### config.mk
export PLATFORM = sky130hd
export DESIGN_NAME = fifo_flush_reader
export DESIGN_NICKNAME = d
export VERILOG_FILES = /design/src/rtl/fifo_flush_reader.sv
export SDC_FILE = /design/constraint.sdc
export NUM_CORES = 1
export LEC_CHECK = 0
export CAP_MARGIN = 20
export CORE_MARGIN = 8
export CORE_UTILIZATION = 45
export DETAILED_ROUTE_END_ITERATION = 12
export PLACE_DENSITY = 0.66
export SYNTH_ARGS = -nofsm -noshare
export SYNTH_HDL_FRONTEND = slang
export SYNTH_SLANG_ARGS = --single-unit
export TNS_END_PERCENT = 1
### constraint.sdc
create_clock -name clk -period 11.01 [get_ports clk]
set_clock_uncertainty 0.05 [all_clocks]
set_input_delay 2.7525 -clock clk [delete_from_list [all_inputs] [get_ports clk]]
set_output_delay 2.7525 -clock clk [all_outputs]
set_load 0.02 [all_outputs]
### src/rtl/fifo_flush_reader.sv
// Flush initiator for the nibble FIFO: requests a flush, captures and acknowledges
// the packed 32-bit word, strips top padding and streams nibbles oldest first.
module fifo_flush_reader #(
    parameter int STRIP_PAD  = 1,
    parameter int WAIT_MAX   = 15,
    parameter int GAP_CYCLES = 2
) (
    input  logic        clk,
    input  logic        reset,
    input  logic        enable_i,
    input  logic        fifo_empty_i,
    output logic        fifo_flush_o,
    input  logic        fifo_data_avail_i,
    input  logic [31:0] fifo_rd_data_i,
    output logic        fifo_rd_valid_o,
    output logic        nib_valid_o,
    output logic [3:0]  nib_data_o,
    input  logic        nib_ready_i,
    output logic        busy_o,
    output logic        timeout_o,
    output logic [15:0] word_count_o
);

    localparam logic [1:0] IDLE  = 2'd0;
    localparam logic [1:0] REQ   = 2'd1;
    localparam logic [1:0] DRAIN = 2'd2;
    localparam logic [1:0] GAP   = 2'd3;

    localparam logic [7:0]  WAIT_LAST = 8'(WAIT_MAX - 1);
    localparam logic [15:0] GAP_LAST  = 16'(GAP_CYCLES - 1);

    logic [1:0]  state;
    logic [31:0] word_q;
    logic [2:0]  idx;
    logic [7:0]  wait_cnt;
    logic [15:0] gap_cnt;
    logic [3:0]  emit_cnt;
    logic        last_nib;

    // Number of nibbles left after dropping the contiguous 0xC run at the top.
    function automatic logic [3:0] pad_strip_count(input logic [31:0] w);
        logic [3:0] n;
        logic       stop;
        n    = 4'd8;
        stop = 1'b0;
        for (int i = 7; i >= 0; i--) begin
            if (!stop && (w[i*4 +: 4] == 4'hC)) begin
                n = n - 4'd1;
            end else begin
                stop = 1'b1;
            end
        end
        return n;
    endfunction

    function automatic logic [15:0] sat_inc16(input logic [15:0] v);
        return (v == 16'hFFFF) ? v : v + 16'd1;
    endfunction

    assign emit_cnt = (STRIP_PAD != 0) ? pad_strip_count(word_q) : 4'd8;
    assign last_nib = ({1'b0, idx} == (emit_cnt - 4'd1));

    assign fifo_flush_o    = (state == REQ);
    assign fifo_rd_valid_o = (state == REQ) && fifo_data_avail_i;
    assign nib_valid_o     = (state == DRAIN) && (emit_cnt != 4'd0);
    assign nib_data_o      = nib_valid_o ? word_q[{idx, 2'b00} +: 4] : 4'h0;
    assign busy_o          = (state != IDLE);

    always_ff @(posedge clk or negedge reset) begin
        if (!reset) begin
            state        <= IDLE;
            word_q       <= '0;
            idx          <= '0;
            wait_cnt     <= '0;
            gap_cnt      <= '0;
            timeout_o    <= 1'b0;
            word_count_o <= '0;
        end else begin
            case (state)
                IDLE: begin
                    if (enable_i && !fifo_empty_i) begin
                        wait_cnt <= '0;
                        state    <= REQ;
                    end
                end
                REQ: begin
                    if (fifo_data_avail_i) begin
                        word_q       <= fifo_rd_data_i;
                        word_count_o <= sat_inc16(word_count_o);
                        idx          <= '0;
                        state        <= DRAIN;
                    end else if (wait_cnt == WAIT_LAST) begin
                        timeout_o <= 1'b1;
                        gap_cnt   <= '0;
                        state     <= GAP;
                    end else begin
                        wait_cnt <= wait_cnt + 8'd1;
                    end
                end
                DRAIN: begin
                    // An all-pad word has nothing to emit and falls straight through.
                    if (emit_cnt == 4'd0) begin
                        gap_cnt <= '0;
                        state   <= GAP;
                    end else if (nib_ready_i) begin
                        if (last_nib) begin
                            gap_cnt <= '0;
                            state   <= GAP;
                        end else begin
                            idx <= idx + 3'd1;
                        end
                    end
                end
                GAP: begin
                    if (gap_cnt == GAP_LAST) begin
                        state <= IDLE;
                    end else begin
                        gap_cnt <= gap_cnt + 16'd1;
                    end
                end
                default: state <= IDLE;
            endcase
        end
    end

endmodule

==> results.cfg, run 1 <==
[clocking]
ctsResizeCount = 0
cts_tree = built
clock_path_buffers = 2
postCtsHoldBufs = 0
cts.sinks = 78
clk_latency_ns = 0.35
cts_root_buffer = clkbuf_8
cts_setup_buffers = 0
cts.htree.levels = 3
cts_inserted_buffers = 9
clk_pin_slew_ns = 0.09

[placement]
numPortBuffers = 62
dpl_cell_area_sq_um = 5150
place_inst = 585
dp_hpwl_um = 7150
gp_congestion = 0.847

[worst_setup_path]
r2r_slack_ns = 5.75
cp_top_family = simple AND/OR/NAND/NOR gates
path_class = register to primary output
cp-end-kind = primary output
max_stage_delay_ns = 0.91
cp_data_required_time_ns = 8.21
cp_slowest_cell = nor4bb_1
crit_chain = nor4bb_1 -> nand2_1 -> ha_1 -> nor2_1 -> o21ai_0 -> ha_1 -> inv_1 -> or3_4 -> a2111oi_0 -> o21bai_2 -> o21ai_2 -> nor2_1 -> clkdlybuf4s50_1
critPathMaxFanout = 8
arrival_ns = 4.78
crit_path_start_kind = register
crit_buf_inv = 2

[cells_and_area]
drive_above_1_share_pct = 18.3
diodes = 0
nets = 515
finalInstanceArea_sq_um = 5430
layout_commonest_cell = dfrtp_1
final_cell_mix = 78 x dfrtp_1, 61 x clkdlybuf4s50_1, 42 x nand2_1
layout.cells.non_filler = 602
areaGrowthSynthToFinish_pct = 22.5

[logic_synthesis]
syn_nets = 455
syn_area_sq_um = 4430
synth_top_cells_by_area = dfrtp_1 44%, mux2_2 8.9%, mux4_2 4.1%
synth_top_flop_cell = dfrtp_1
synth_top_cell_by_area = dfrtp_1
ys_ff_latch = 78
synth-edff-count = 0
synth_cell_types = 59
yosysTopAreaCellShare_pct = 44.1
ys_warn_count = 0
synth.yosys.seq_area_share_pct = 44.1
syn_inst = 404
synthArstFlopShare_pct = 100
syn_area_per_cell_sq_um = 11.0

[global_route]
grt_usage_pct = 15.8
grt_pass1_wl_um = 16900
antenna_found_initial = 0
grt_start_max_net_pins = 79
grt_pass1_vias = 3452
overflow = 0

[sta]
relSlewSlack_pct = 27.2
fmax_ghz = 0.132
tightest_slew_ns = 1.08
rsz0062_at_grt = false
hold_viol = 0
finalSetupTns_ns = 0
finalSetupViolations = 0
fin_crit_ns = 7.58
drv_slew = 0
fin_crit_sh_pct = 68.9

[floorplan]
fp.dieW_um = 115
pin_count = 63
initial_core_util_pct = 45.7
core_area_sq_um = 9680
dieArea_sq_um = 13300
die_h_um = 115
num_rows = 36

[routing]
routed_via_density = 5.49
antenna_left = 0
drc = 0
wire_per_inst_um = 16.5
vias = 3302
routed_wl_um = 9950
drt_iter0_markers = 147
drtPass1Iterations = 4

[power_and_ir_drop]
cellPowerDensity_nw_per_um2 = 228
total_power_mw = 1.24
peakVddDrop_mv = 0.117
p_leak_nw = 2.25

[worst_hold_path]
worstHoldPathType = register to register

[job]
cap_violations = 0

[outcome]
status = finished clean
[cell usage after synthesis, drive strengths merged, types with 3 or more instances]
library cell	count
nand3	13
clkbuf	9
xnor2	13
and3	6
xor2	7
nand2	42
o21ai	16
and4bb	4
a21oi	3
nor4	4
buf	6
nor2b	4
ha	13
inv	15
nand4	8
nand2b	4
mux2	36
and2	14
o41ai	4
mux2i	5
o31ai	28
nor2	19
dfrtp	78
mux4	8
nand3b	3
or2	4
o21a	3
[layer usage]
layer / global-route usage, % / routed length [um] / up-vias
met4: 5.08 / 132 / 0
met2: 25.6 / 4740 / 48
met5: 0 / 0 / -
li1: - / - / 1608
met3: 4.88 / 515 / 10
met1: 19.6 / 4570 / 1636
[cell type report]
class	instances	area, sq um
Sequential cell	78	1950
Tap cell	133	166
Timing Repair Buffer	64	653
Multi-Input combinational cell	296	2350
Fill cell	876	4260
Clock inverter	7	121
Clock buffer	9	124
Inverter	15	56.3
[cells by family (layout without fill, tap and decap cells)]
group	Yosys count	in the layout	synth area share [%]
flip-flops	78	78	44.1
XOR/XNOR	20	20	4.12
multiplexers	49	49	14.4
adder cells (fa/ha/maj)	13	13	3.67
buffers and inverters	30	95	2.80
AND/OR/NAND/NOR	138	138	17.2
AO/OA/AOI/OAI	76	76	13.8
[metrics by stage]
stage                     hold slack, ns  setup WS, ns  utilization [%]
final                              0.430          3.43             56.0
after global routing               0.455          3.03             56.0
after CTS                          0.433          3.42             55.7
after detailed placement           0.421          3.83             53.2
after global placement             0.415          3.87             53.2
after floorplan                    0.394          4.77                -
[final timing paths]
kind                                         start                           to  cells past startpoint
setup / recovery            word_q[28]$_DFFE_PN0P_                nib_data_o[1]                     13
hold / removal             wait_cnt[3]$_DFFE_PN0P_      wait_cnt[3]$_DFFE_PN0P_                      1
setup reg to reg            word_q[28]$_DFFE_PN0P_      gap_cnt[10]$_DFFE_PN0P_                     14
hold reg to reg            wait_cnt[3]$_DFFE_PN0P_      wait_cnt[3]$_DFFE_PN0P_                      1
max in group asynchronous                    reset       gap_cnt[4]$_DFFE_PN0P_                      2
min in group asynchronous                    reset  word_count_o[9]$_DFFE_PN0P_                      1
[sequential cells by signal (all words and copies together) (netlist names)]
| name | cells |
|---|---|
| state | 2 |
| word_count_o | 16 |
| wait_cnt | 8 |
| timeout_o | 1 |
| word_q | 32 |
| gap_cnt | 16 |
| idx | 3 |
[worst register-to-register path: cells and delay by family, from the launching register on]
| kind | cells | cell delay [ns] |
|---|---|---|
| DFF | 1 | 0.40 |
| adders and majority gates | 2 | 0.78 |
| and+or+nand+nor | 5 | 2.23 |
| xor gates and xnor gates | 1 | 0.17 |
| buffers and inverters | 1 | 0.06 |
| AOI/OAI and AO/OA | 5 | 1.48 |
[power by group]
| group | switching, mW | total (mW) | internal [mW] |
|---|---|---|---|
| clock network | 0.112 | 0.263 | 0.152 |
| registers | 0.0861 | 0.455 | 0.369 |
| logic | 0.260 | 0.520 | 0.260 |
| total | 0.458 | 1.24 | 0.781 |
(Power assumes the default switching activity.)
==> run 2, diff against run 1 <==
PLACE_DENSITY = 0.69   (was 0.66)
clock period = 6.09 ns   (was 11.01 ns; I/O delays follow)
==> run 2 against run 1 <==
Die area stayed put. Cell count is the same. Worst setup slack worse by 3.1 ns. Hold slack better by 0.0050 ns. Clock power is 77% higher. Flip-flop and latch count is the same. Power is 80% higher. Register-to-register slack worse by 4.4 ns. Global-route usage increased by 0.083 points. Sequential power grew 81%. Via count down 0.42%. First-iteration DRC count shrank 33%.
==> results.cfg, run 2 (synthesis gave the netlist of run 1 again) <==
[cells_and_area]
utilization_pct = 56.0
areaGrowthSynthToFinish_pct = 22.5
nets = 516
max_flop_register = word_q
top_regs = word_q x32, gap_cnt x16, word_count_o x16
final_cell_mix = 78 x dfrtp_1, 61 x clkdlybuf4s50_1, 42 x nand2_1
multi_input_area_sq_um = 2350
n_fill_cell = 837
layout_commonest_cell = dfrtp_1
diodes = 0
drive_above_1_share_pct = 18.1
largest_reg_flops = 32
seq_area_sq_um = 1950

[clocking]
cts.htree.levels = 3
cts.sinks = 78
clk_pin_slew_ns = 0.08
clock_path_buffers = 2
postCtsHoldBufs = 0
ctsResizeCount = 0
cts_inserted_buffers = 9
cts_setup_buffers = 0
cts_tree = built
cts_root_buffer = clkbuf_8
clk_latency_ns = 0.35

[placement]
gp_congestion = 0.765
dp_hpwl_um = 7230
preCtsSetupSlack_ns = 0.643
numPortBuffers = 62

[routing]
routed_wl_um = 9960
vias = 3288
drtPass1Iterations = 4
routed_via_density = 5.46
drc = 0
drt_iter0_markers = 98
wire_per_inst_um = 16.5
antenna_left = 0

[power_and_ir_drop]
pwr-share-clk_pct = 20.8
p_sw_share_pct = 36.5
cellPowerDensity_nw_per_um2 = 412
internal-power_mw = 1.42
p_leak_nw = 2.25
peakVddDrop_mv = 0.195
power_frac_comb_pct = 42.4
p_switching_mw = 0.815
pwr-share-seq_pct = 36.8
total_power_mw = 2.24

[worst_hold_path]
worstHoldEndpoint = wait_cnt[3]$_DFFE_PN0P_
min-delay-start = wait_cnt[3]$_DFFE_PN0P_
worstHoldPathCells = 1
worstHoldPathType = register to register

[worst_setup_path]
rr_worst_depth = 15
cp_slowest_cell = clkdlybuf4s50_1
cp-end-kind = primary output
rr_startpoint = word_q[24]$_DFFE_PN0P_
path_class = register to primary output
worstReg2RegEnd = gap_cnt[13]$_DFFE_PN0P_
cp_data_required_time_ns = 4.52
max_stage_delay_ns = 0.62
crit_chain = and4bb_2 -> nand2_1 -> nand2_1 -> ha_1 -> nor2_1 -> o21ai_0 -> ha_1 -> inv_1 -> or3_4 -> a2111oi_0 -> o21bai_2 -> o21ai_2 -> nor2_1 -> clkdlybuf4s50_1
r2r_slack_ns = 1.32
crit_path_start_kind = register
arrival_ns = 4.23
critPathMaxFanout = 6

[sta]
finalSetupViolations = 0
hold_ws_ns = 0.435
setup_ws_ns = 0.283
fin_crit_sh_pct = 95.4
hold_viol = 0
tightest_slew_ns = 0.949
relSlewSlack_pct = 36.8
fmax_ghz = 0.172
finalSetupTns_ns = 0
fin_crit_ns = 5.81
drv_slew = 0
rsz0062_at_grt = false

[floorplan]
pin_count = 63
core_area_sq_um = 9680
fp.dieW_um = 115
die_h_um = 115
num_rows = 36
dieArea_sq_um = 13300
initial_core_util_pct = 45.7

[job]
cap_violations = 0

[global_route]
antenna_found_initial = 0
grt_usage_pct = 15.9
grt_pass1_wl_um = 16900
grt_pass1_vias = 3384
grt_start_max_net_pins = 79
overflow = 0

[outcome]
status = finished clean
==> run 2: cell types whose count changed in the layout (fill, tap and decap cells not counted), sizes merged <==
cell    delta
inv        -1
clkbuf     +2
buf        +1
clkinv     -2
==> run 2: how the worst max path moves through the flow <==
| stage | from | to | slack (ns) | cells past startpoint |
|---|---|---|---|---|
| 4_1_cts | word_q[25]$_DFFE_PN0P_ | nib_data_o[0] | 0.27 | 14 |
| 3_5_place_dp | word_q[25]$_DFFE_PN0P_ | nib_data_o[0] | 0.64 | 14 |
| 5_1_grt | word_q[29]$_DFFE_PN0P_ | nib_data_o[0] | 0.05 | 14 |
| 6_report | word_q[24]$_DFFE_PN0P_ | nib_data_o[2] | 0.28 | 14 |
| 3_3_place_gp | word_q[29]$_DFFE_PN0P_ | nib_data_o[0] | 0.80 | 14 |
| 2_1_floorplan | word_q[24]$_DFFE_PN0P_ | nib_data_o[0] | 1.41 | 13 |
==> run 2: power by group through the flow <==
stage	clock [mW]	combinational [mW]	sequential, mW
final	0.466	0.948	0.822
after global routing	0.499	1.04	0.848
after CTS	0.471	0.952	0.821
after detailed placement	0	0.948	0.831
after global placement	0	0.925	0.819
after floorplan	0	0.704	0.786
==> run 2: final cells by class <==
class | instances | share of cell area [%]
Clock buffer | 11 | 2.61
Tap cell | 133 | 3.07
Timing Repair Buffer | 65 | 12.2
Clock inverter | 4 | 1.75
Sequential cell | 78 | 36.0
Inverter | 15 | 1.04
Multi-Input combinational cell | 296 | 43.4
==> run 2: stage by stage <==
step           instances  area [sq um]
2_1_floorplan        404          4430
3_3_place_gp         586          5160
3_5_place_dp         586          5160
4_1_cts              601          5400
5_1_grt              602          5430
6_report             602          5430
==> run 2: layer usage <==
metal	wire, um	vias up	track usage (%)
met3	554	9	5.15
met2	4740	54	24.8
li1	-	1608	-
met4	98	0	4.73
met5	0	-	0
met1	4570	1617	20.4
==> run 2: critical path, delay by kind of cell, from the launching register on <==
| kind | cells | cell delay (ns) |
|---|---|---|
| fa+ha+maj | 2 | 0.59 |
| simple gates | 6 | 1.29 |
| flops | 1 | 0.40 |
| buf+inv | 2 | 0.68 |
| compound gates | 4 | 0.94 |
==> run 3, diff against run 2 <==
ABC_AREA = 1   (was not set)
PLACE_DENSITY = 0.66   (was 0.69)
SLEW_MARGIN = 15   (was not set)
clock period = 7.5 ns   (was 6.09 ns; I/O delays follow)
==> run 3 against run 2 <==
Critical path depth is 2 higher. Register-to-register slack improved by 2.2 ns. Clock power down 27%. Sequential share of layout area is 0.26 points lower. Non-clock buffer count is 1 lower. Core utilization is 0.12 points lower. Largest power group unchanged. Die area grew 2.2%. Count of clock-buffer cells in the layout is 2 lower. Synthesized area rose by 2.5%. Critical endpoint unchanged. Combinational power fell by 26%. First-iteration DRC count increased by 100%.
==> results.cfg, run 3 <==
[worst_setup_path]
cp-end-kind = primary output
cp_slowest_cell = clkdlybuf4s50_1
critPathMaxFanout = 10
crit_path_start_kind = register
arrival_ns = 3.95
cp_top_family = simple AND/OR/NAND/NOR gates
cp_data_required_time_ns = 5.58
crit_chain = nor3_4 -> nand2_1 -> ha_1 -> o21ai_0 -> inv_1 -> ha_1 -> inv_1 -> nor2_2 -> inv_1 -> nand2_1 -> nor2_1 -> ha_1 -> nand4_1 -> nand2_1 -> a211oi_1 -> clkdlybuf4s50_1
path_class = register to primary output
crit_buf_inv = 4
max_stage_delay_ns = 0.65

[logic_synthesis]
syn_inst = 605
synth_top_flop_cell = dfrtp_1
synth_cell_types = 36
synth.yosys.seq_area_share_pct = 43.0
ys_ff_latch = 78
synthArstFlopShare_pct = 100
synth_top_cells_by_area = dfrtp_1 43%, nand2_1 16%, nand3_1 5.2%
syn_area_sq_um = 4540
yosysTopAreaCellShare_pct = 43.0
synth-edff-count = 0
syn_nets = 656
synth_common_cells = 189 x nand2_1, 78 x dfrtp_1, 60 x nor2_1
synth_most_common_cell = nand2_1
syn_area_per_cell_sq_um = 7.51
ys_warn_count = 0
synth_top_cell_by_area = dfrtp_1

[sta]
fmax_ghz = 0.170
fin_crit_sh_pct = 78.4
finalSetupTns_ns = 0
hold_viol = 0
setup_ws_ns = 1.62
relSlewSlack_pct = 35.6
tightest_slew_ns = 0.966
drv_slew = 0
hold_ws_ns = 0.412
finalSetupViolations = 0
rsz0062_at_grt = false
fin_crit_ns = 5.88

[global_route]
grt_pass1_wl_um = 18800
grt_start_max_net_pins = 79
overflow = 0
grt_pass1_vias = 4063
grt_usage_pct = 17.3
antenna_found_initial = 0

[cells_and_area]
drive_above_1_share_pct = 4.64
seq_area_sq_um = 1950
areaGrowthSynthToFinish_pct = 20.3
largest_reg_flops = 32
diodes = 0
nets = 714
multi_input_area_sq_um = 2270
layout.cells.non_filler = 801
final_cell_mix = 189 x nand2_1, 78 x dfrtp_1, 61 x clkdlybuf4s50_1
top_regs = word_q x32, gap_cnt x16, word_count_o x16
n_fill_cell = 959
utilization_pct = 55.9
max_flop_register = word_q
layout_commonest_cell = nand2_1

[clocking]
clk_latency_ns = 0.35
ctsResizeCount = 0
cts_tree = built
clock_path_buffers = 2
clk_pin_slew_ns = 0.09
cts_root_buffer = clkbuf_8
cts_setup_buffers = 0
postCtsHoldBufs = 0
cts.htree.levels = 3
cts.sinks = 78
cts_inserted_buffers = 9

[placement]
gp_congestion = 0.903
place_inst = 785
preCtsSetupSlack_ns = 1.90
numPortBuffers = 62
dp_hpwl_um = 8110

[floorplan]
pin_count = 63
dieArea_sq_um = 13600
fp.dieW_um = 116
initial_core_util_pct = 46.5
die_h_um = 116
num_rows = 36
core_area_sq_um = 9770

[power_and_ir_drop]
p_leak_nw = 2.60
peakVddDrop_mv = 0.172
cellPowerDensity_nw_per_um2 = 309

[outcome]
status = finished clean

[routing]
routed_wl_um = 11000
antenna_left = 0
routed_via_density = 5.05
vias = 4043
drc = 0
drt_iter0_markers = 196
wire_per_inst_um = 13.7
drtPass1Iterations = 5

[worst_hold_path]
worstHoldPathType = register to register

[job]
cap_violations = 0
run 3: cell types whose count changed after synthesis, moves of 10 or more:
cell     delta
nand2_1   +147
o31ai_1    -21
xor2_1     +14
nand3_1    +34
and2_1     -14
nor2_1     +41
mux2_2     -34
nor3_1     +12
inv_1      +44
a21oi_1    +10
o21ai_0    +19
run 3: cells by family after synthesis:
family	count (synthesis)	synth area share (%)
flip-flops	78	43.0
buffers and inverters	79	7.13
XOR/XNOR	32	6.17
adder cells (fa/ha/maj)	13	3.58
multiplexers	1	0.248
AND/OR/NAND/NOR	338	31.8
AO/OA/AOI/OAI	64	8.04
run 3: metal layers:
metal  part of all wire, %  track usage, %  vias up
li1                      -               -     2059
met1                    44            21.5     1894
met2                    49            28.3       74
met3                   5.5            4.14       16
met4                   1.6            7.09        0
met5                     0               0        -
run 3: cell type report:
type                            count  share of cell area (%)
Sequential cell                    78                    35.7
Clock inverter                      7                    1.65
Multi-Input combinational cell    448                    41.5
Clock buffer                        9                    2.27
Timing Repair Buffer               64                    11.6
Inverter                           62                    4.26
Tap cell                          133                    3.05
run 3: path summary, 6_finish.rpt:
| path | from | endpoint | slack [ns] | cells after the start |
|---|---|---|---|---|
| worst max-delay path | word_q[29]$_DFFE_PN0P_ | nib_data_o[2] | 1.62 | 16 |
| max in group asynchronous | reset | word_q[29]$_DFFE_PN0P_ | 5.15 | 1 |
| worst min-delay path | timeout_o$_DFFE_PN0P_ | timeout_o$_DFFE_PN0P_ | 0.41 | 1 |
| min in group asynchronous | reset | gap_cnt[3]$_DFFE_PN0P_ | 1.60 | 1 |
| worst max register to register | word_q[29]$_DFFE_PN0P_ | gap_cnt[7]$_DFFE_PN0P_ | 3.53 | 21 |
| worst min register to register | timeout_o$_DFFE_PN0P_ | timeout_o$_DFFE_PN0P_ | 0.41 | 1 |
run 3: power by group:
part	switching [mW]	leakage, nW	total, mW	internal (mW)
clock network	0.178	0.110	0.341	0.163
registers	0.112	1.02	0.646	0.534
logic	0.446	1.47	0.702	0.256
total	0.736	2.60	1.69	0.953
run 3: stage by stage:
step	total power, mW	instance area (sq um)
floorplan	1.14	4540
global placement	1.34	5250
detailed placement	1.35	5250
CTS	1.70	5460
global route	1.84	5460
finish	1.69	5460
==> RTL edit 1 (config.mk and constraints of run 3) <==
Set the parameter `WAIT_MAX` to 7 (it was 15).
--- a/src/rtl/fifo_flush_reader.sv
+++ b/src/rtl/fifo_flush_reader.sv
@@ -4,3 +4,3 @@
     parameter int STRIP_PAD  = 1,
-    parameter int WAIT_MAX   = 15,
+    parameter int WAIT_MAX   = 7,
     parameter int GAP_CYCLES = 2
Check against the original RTL: not equivalent (Yosys sat finds a counterexample within 10 cycles, from zero or initial values and one cycle with reset low).
==> RTL edit 1 against run 3 <==
Wire length grew 4.0%. Synthesized area grew 2.3%. Sequential power grew 0.8%. Via count grew 3.9%. Global-route usage shrank 0.47 points. Design area grew 2.4%. Power shrank 0.36%. Worst setup slack gained 220 ps. Sequential cell count is the same. Critical endpoint unchanged. Largest cell class unchanged. Highest routed layer unchanged.
==> RTL edit 1: results <==
metrics = {
    "final_layout": {
        "final_layout_size_suffix_gt1_share_pct": 7.40,
        "reg_top3": "word_q: 32 flops, gap_cnt: 16 flops, word_count_o: 16 flops",
        "fillers": 987,
        "final_nets": 735,
        "fin_cells": 825,
    },
    "cts": {
        "cts_max_level": 3,
        "cts_inserted_buffers": 9,
        "clockBufferDepth": 2,
        "postCtsSetupBuffers": 0,
        "clk_latency_ps": 360,
        "root_buffer": "clkbuf_8",
    },
    "yosys": {
        "yosys_most_used_dff": "dfrtp_1",
        "yosysWarnings": 0,
        "synth_common_cells": "194 x nand2_1, 78 x dfrtp_1, 62 x nor2_1, 58 x inv_1, 50 x nand3_1",
        "synthArstFlopShare_pct": 100,
        "yosysSeqAreaShare_pct": 42.0,
        "ys_types": 37,
        "syn_nets": 674,
        "syn-instance-count": 623,
        "synth_area_leaders": "dfrtp_1 42%, nand2_1 16%, nand3_1 5.4%",
    },
    "global_routing": {
        "grt_max_degree": 79,
        "grt_pass1_wl_um": 19500,
        "grt_pass1_vias": 4249,
        "grt_antenna_before_repair": 0,
        "grt_use_total_pct": 16.8,
    },
    "worst_setup_path": {
        "r2r_cells": 21,
        "worstSetupPathType": "register to primary output",
        "r2r-end": "gap_cnt[0]",
        "endpoint": "nib_data_o[2]",
        "r2r-start": "word_q[29]",
        "r2r_setup_slack_ps": 3620,
        "crit_path_max_fanout": 10,
        "cp.arrival_ps": 3740,
    },
    "detailed_routing": {
        "wl_per_cell_um": 13.9,
        "viasPerCell": 5.09,
        "drt_iter0_markers": 203,
        "drt_first_pass_iters": 5,
    },
    "min_path": {
        "holdCritPathClass": "register to register",
    },
    "pwr": {
        "peakVddDrop_mv": 0.133,
        "leakage_nw": 2.63,
        "power.internal_uw": 929,
    },
    "placed_design": {
        "portBuffers": 62,
        "dp_slack_ps": 2210,
        "placedCellCount": 807,
        "dp.final_hpwl_um": 8250,
        "gp_congestion": 0.885,
    },
    "sta": {
        "finalCriticalPeriod_ps": 5660,
        "worst_pin_slew_ps": 688,
    },
    "status": {
        "status": "finished, final reports clean",
    },
}
## RTL edit 1: changes by cell type after synthesis, moves of 3 or more
cell / delta
xnor2_1: -5
nand3_1: +3
nor3_1: -3
nor3b_1: +3
nand2_2: +5
o21ai_0: -5
nand2_1: +5
inv_2: +6
nor2_2: +4
xor2_1: +4
## RTL edit 1: kinds of logic after synthesis
kind of cell | Yosys count | synth area share, %
flops | 78 | 42.0
simple gates | 363 | 34.7
compound gates | 56 | 6.84
fa+ha+maj | 13 | 3.50
xor+xnor | 31 | 5.84
buf+inv | 82 | 7.06
## RTL edit 1: layer usage
layer	wire length (um)	GRT usage [%]	share of wire, %	vias up
li1	-	-	-	2117
met4	234	7.53	2.0	0
met1	5220	20.0	46	1985
met3	542	4.17	4.7	18
met2	5440	28.3	48	82
met5	0	0	0	-
## RTL edit 1: critical path, stage by stage (launching register included)
cell and delay, ps:
dfrtp_1 400, nor2_1 110, nand2_1 100, inv_2 180, nand2_1 100, ha_1 300, o21ai_1 180, inv_1 70
ha_1 280, inv_1 100, nand3_1 90, nand3_1 110, inv_1 50, ha_1 220, nand4_1 120, nand2_2 130
a211oi_1 190, clkdlybuf4s50_1 640
## RTL edit 1: worst min-delay path by stage
stage,slack [ps],endpoint,cells past startpoint,startpoint
2_1_floorplan,390,gap_cnt[15],2,gap_cnt[15]
3_3_place_gp,400,timeout_o,1,timeout_o
3_5_place_dp,400,timeout_o,1,timeout_o
4_1_cts,420,timeout_o,1,timeout_o
5_1_grt,440,timeout_o,1,timeout_o
6_report,420,timeout_o,1,timeout_o
## RTL edit 1: power groups by stage
| stage | Clock [mW] | Combinational [mW] | Sequential (mW) |
|---|---|---|---|
| 2_1_floorplan | 0 | 0.516 | 0.632 |
| 3_3_place_gp | 0 | 0.704 | 0.649 |
| 3_5_place_dp | 0 | 0.720 | 0.657 |
| 4_1_cts | 0.308 | 0.723 | 0.650 |
| 5_1_grt | 0.326 | 0.823 | 0.667 |
| 6_report | 0.301 | 0.732 | 0.651 |
## RTL edit 1: area by class of cell
class                           count  area, um2  area share (%)
Clock buffer                       10        138            2.46
Clock inverter                      6       47.5           0.850
Inverter                           66        248            4.43
Multi-Input combinational cell    463       2370            42.3
Sequential cell                    78       1950            34.9
Tap cell                          136        170            3.04
Timing Repair Buffer               66        672            12.0
## RTL edit 1: per-stage QoR
step           cell area (um2)  total power [mW]
2_1_floorplan             4650              1.15
3_3_place_gp              5370              1.35
3_5_place_dp              5370              1.38
4_1_cts                   5550              1.68
5_1_grt                   5590              1.82
6_report                  5590              1.68
==> RTL edit 2 (flow settings as in run 3) <==
Made on the original files. Register the output `word_count_o` once more, with the module's reset; this adds one clock of latency there. The other outputs are not delayed to match.
--- a/src/rtl/fifo_flush_reader.sv
+++ b/src/rtl/fifo_flush_reader.sv
@@ -30,2 +30,4 @@
     localparam logic [15:0] GAP_LAST  = 16'(GAP_CYCLES - 1);
+
+    logic [15:0] word_count_s0;
 
@@ -76,3 +78,3 @@
             timeout_o    <= 1'b0;
-            word_count_o <= '0;
+            word_count_s0 <= '0;
         end else begin
@@ -88,3 +90,3 @@
                         word_q       <= fifo_rd_data_i;
-                        word_count_o <= sat_inc16(word_count_o);
+                        word_count_s0 <= sat_inc16(word_count_s0);
                         idx          <= '0;
@@ -125,2 +127,10 @@
 
+    always_ff @(posedge clk or negedge reset) begin
+        if (!reset) begin
+            word_count_o <= '0;
+        end else begin
+            word_count_o <= word_count_s0;
+        end
+    end
+
 endmodule
Function: changed (a bounded check fails within 4 cycles, from zero or initial values and one cycle with reset low).
==> RTL edit 2 against run 3 <==
Power up 6.8%. Synthesized area up 11%. Count of clock-buffer cells in the layout up 2. Worst setup slack better by 48 ps. Wire length up 5.4%. Clock power down 5%. Sequential cell count up 16. Synthesized cell count up 5.1%. Design area up 9.2%. Critical path type unchanged.
==> RTL edit 2: results <==
metrics = {
    "detailed_routing": {
        "drt_iter0_markers": 270,
        "drt_first_pass_iters": 4,
        "finalWirelength_um": 11600,
        "wl_per_cell_um": 13.8,
        "viasPerCell": 5.13,
    },
    "global_routing": {
        "grt_max_degree": 52,
        "grt_antenna_before_repair": 0,
        "grt_use_total_pct": 16.6,
        "grt_pass1_vias": 4412,
        "grt_pass1_wl_um": 20100,
    },
    "yosys": {
        "yosysSeqAreaShare_pct": 46.7,
        "synthArstFlopShare_pct": 100,
        "ys_types": 38,
        "synth_top_area_share_pct": 46.7,
        "synth_common_cells": "199 x nand2_1, 94 x dfrtp_1, 64 x nor2_1, 48 x inv_1, 45 x nand3_1",
        "synth_area_leaders": "dfrtp_1 47%, nand2_1 15%, nor2_1 4.8%",
        "syn-instance-count": 636,
        "yosysWarnings": 0,
        "syn_nets": 687,
    },
    "placed_design": {
        "dp.final_hpwl_um": 8550,
        "placedCellCount": 825,
        "gp_congestion": 0.898,
    },
    "final_layout": {
        "final_layout_size_suffix_gt1_share_pct": 7.28,
        "final_nets": 747,
    },
    "sta": {
        "slew_headroom_pct": 45.0,
    },
    "pwr": {
        "leakage_nw": 2.84,
        "peakVddDrop_mv": 0.186,
    },
    "worst_setup_path": {
        "cp.arrival_ps": 3900,
        "crit_path_max_fanout": 5,
    },
    "cts": {
        "clk_latency_ps": 370,
    },
    "status": {
        "status": "finished, final reports clean",
    },
}
==> RTL edit 2: cell types whose count changed in the layout (fill, tap and decap cells not counted), sizes merged, moves of 3 or more <==
| cell | delta |
|---|---|
| nor2 | +8 |
| nor3b | +3 |
| inv | -3 |
| a21oi | -4 |
| nand2 | +16 |
| dfrtp | +16 |
==> RTL edit 2: area by class of cell <==
cell class	instances	area [um2]
Sequential cell	94	2350
Clock buffer	11	151
Clock inverter	5	38.8
Fill cell	1024	4920
Multi-Input combinational cell	467	2380
Inverter	59	221
Tap cell	140	175
Timing Repair Buffer	65	641
==> RTL edit 2: where the power goes <==
part / total, mW / switching, mW / internal (mW)
clock network: 0.324 / 0.182 / 0.142
registers: 0.750 / 0.118 / 0.632
logic: 0.729 / 0.466 / 0.263
==> RTL edit 2: per-stage QoR <==
step           power [mW]  worst slack (ps)  cell area (um2)  utilization (%)
2_1_floorplan        1.26              2730             5040                -
3_3_place_gp         1.46              1910             5770             53.0
3_5_place_dp         1.49              1900             5770             53.0
4_1_cts              1.82              1630             5960             54.8
5_1_grt              1.95              1410             5960             54.8
6_report             1.80              1670             5960             54.8
==> RTL edit 2: worst max-delay path, cell delays in order, from the launching register on <==
cell	delay, ps
dfrtp_1	420
nor2_2	170
nand2_4	90
o21ai_0	160
nand2_1	90
ha_1	290
o21ai_1	180
inv_1	70
ha_1	300
inv_1	100
nand3_1	80
nand3_1	110
inv_1	50
ha_1	230
nand4_1	130
nand2_2	130
a211oi_1	270
clkdlybuf4s50_1	670
==> RTL edit 2: per-layer routing <==
| layer | GRT usage, % | wire, um | up-vias |
|---|---|---|---|
| met1 | 20.3 | 5280 | 2049 |
| met2 | 27.2 | 5380 | 85 |
| met5 | 0 | 0 | - |
| met4 | 6.32 | 201 | 0 |
| li1 | - | - | 2164 |
| met3 | 4.81 | 725 | 18 |
==> RTL edit 2: cells by family (layout without fill, tap and decap cells) <==
group / after synthesis / after routing / share of synthesized area [%]
flip-flops: 94 / 94 / 46.7
buffers and inverters: 75 / 140 / 6.05
AND/OR/NAND/NOR: 365 / 365 / 32.1
adder cells (fa/ha/maj): 13 / 13 / 3.23
AO/OA/AOI/OAI: 56 / 56 / 6.23
multiplexers: 1 / 1 / 0.223
XOR/XNOR: 32 / 32 / 5.56
==> RTL edit 2: path summary, 6_finish.rpt <==
check / startpoint / endpoint / slack [ps] / depth (start not counted)
max: word_q[20] / nib_data_o[3] / 1670 / 17
min: word_count_s0[4] / word_count_o[4] / 380 / 0
max reg2reg: word_q[20] / gap_cnt[14] / 3630 / 21
min reg2reg: word_count_s0[4] / word_count_o[4] / 380 / 0
max in group asynchronous: reset / gap_cnt[11] / 4920 / 2
min in group asynchronous: reset / word_count_o[4] / 1430 / 1
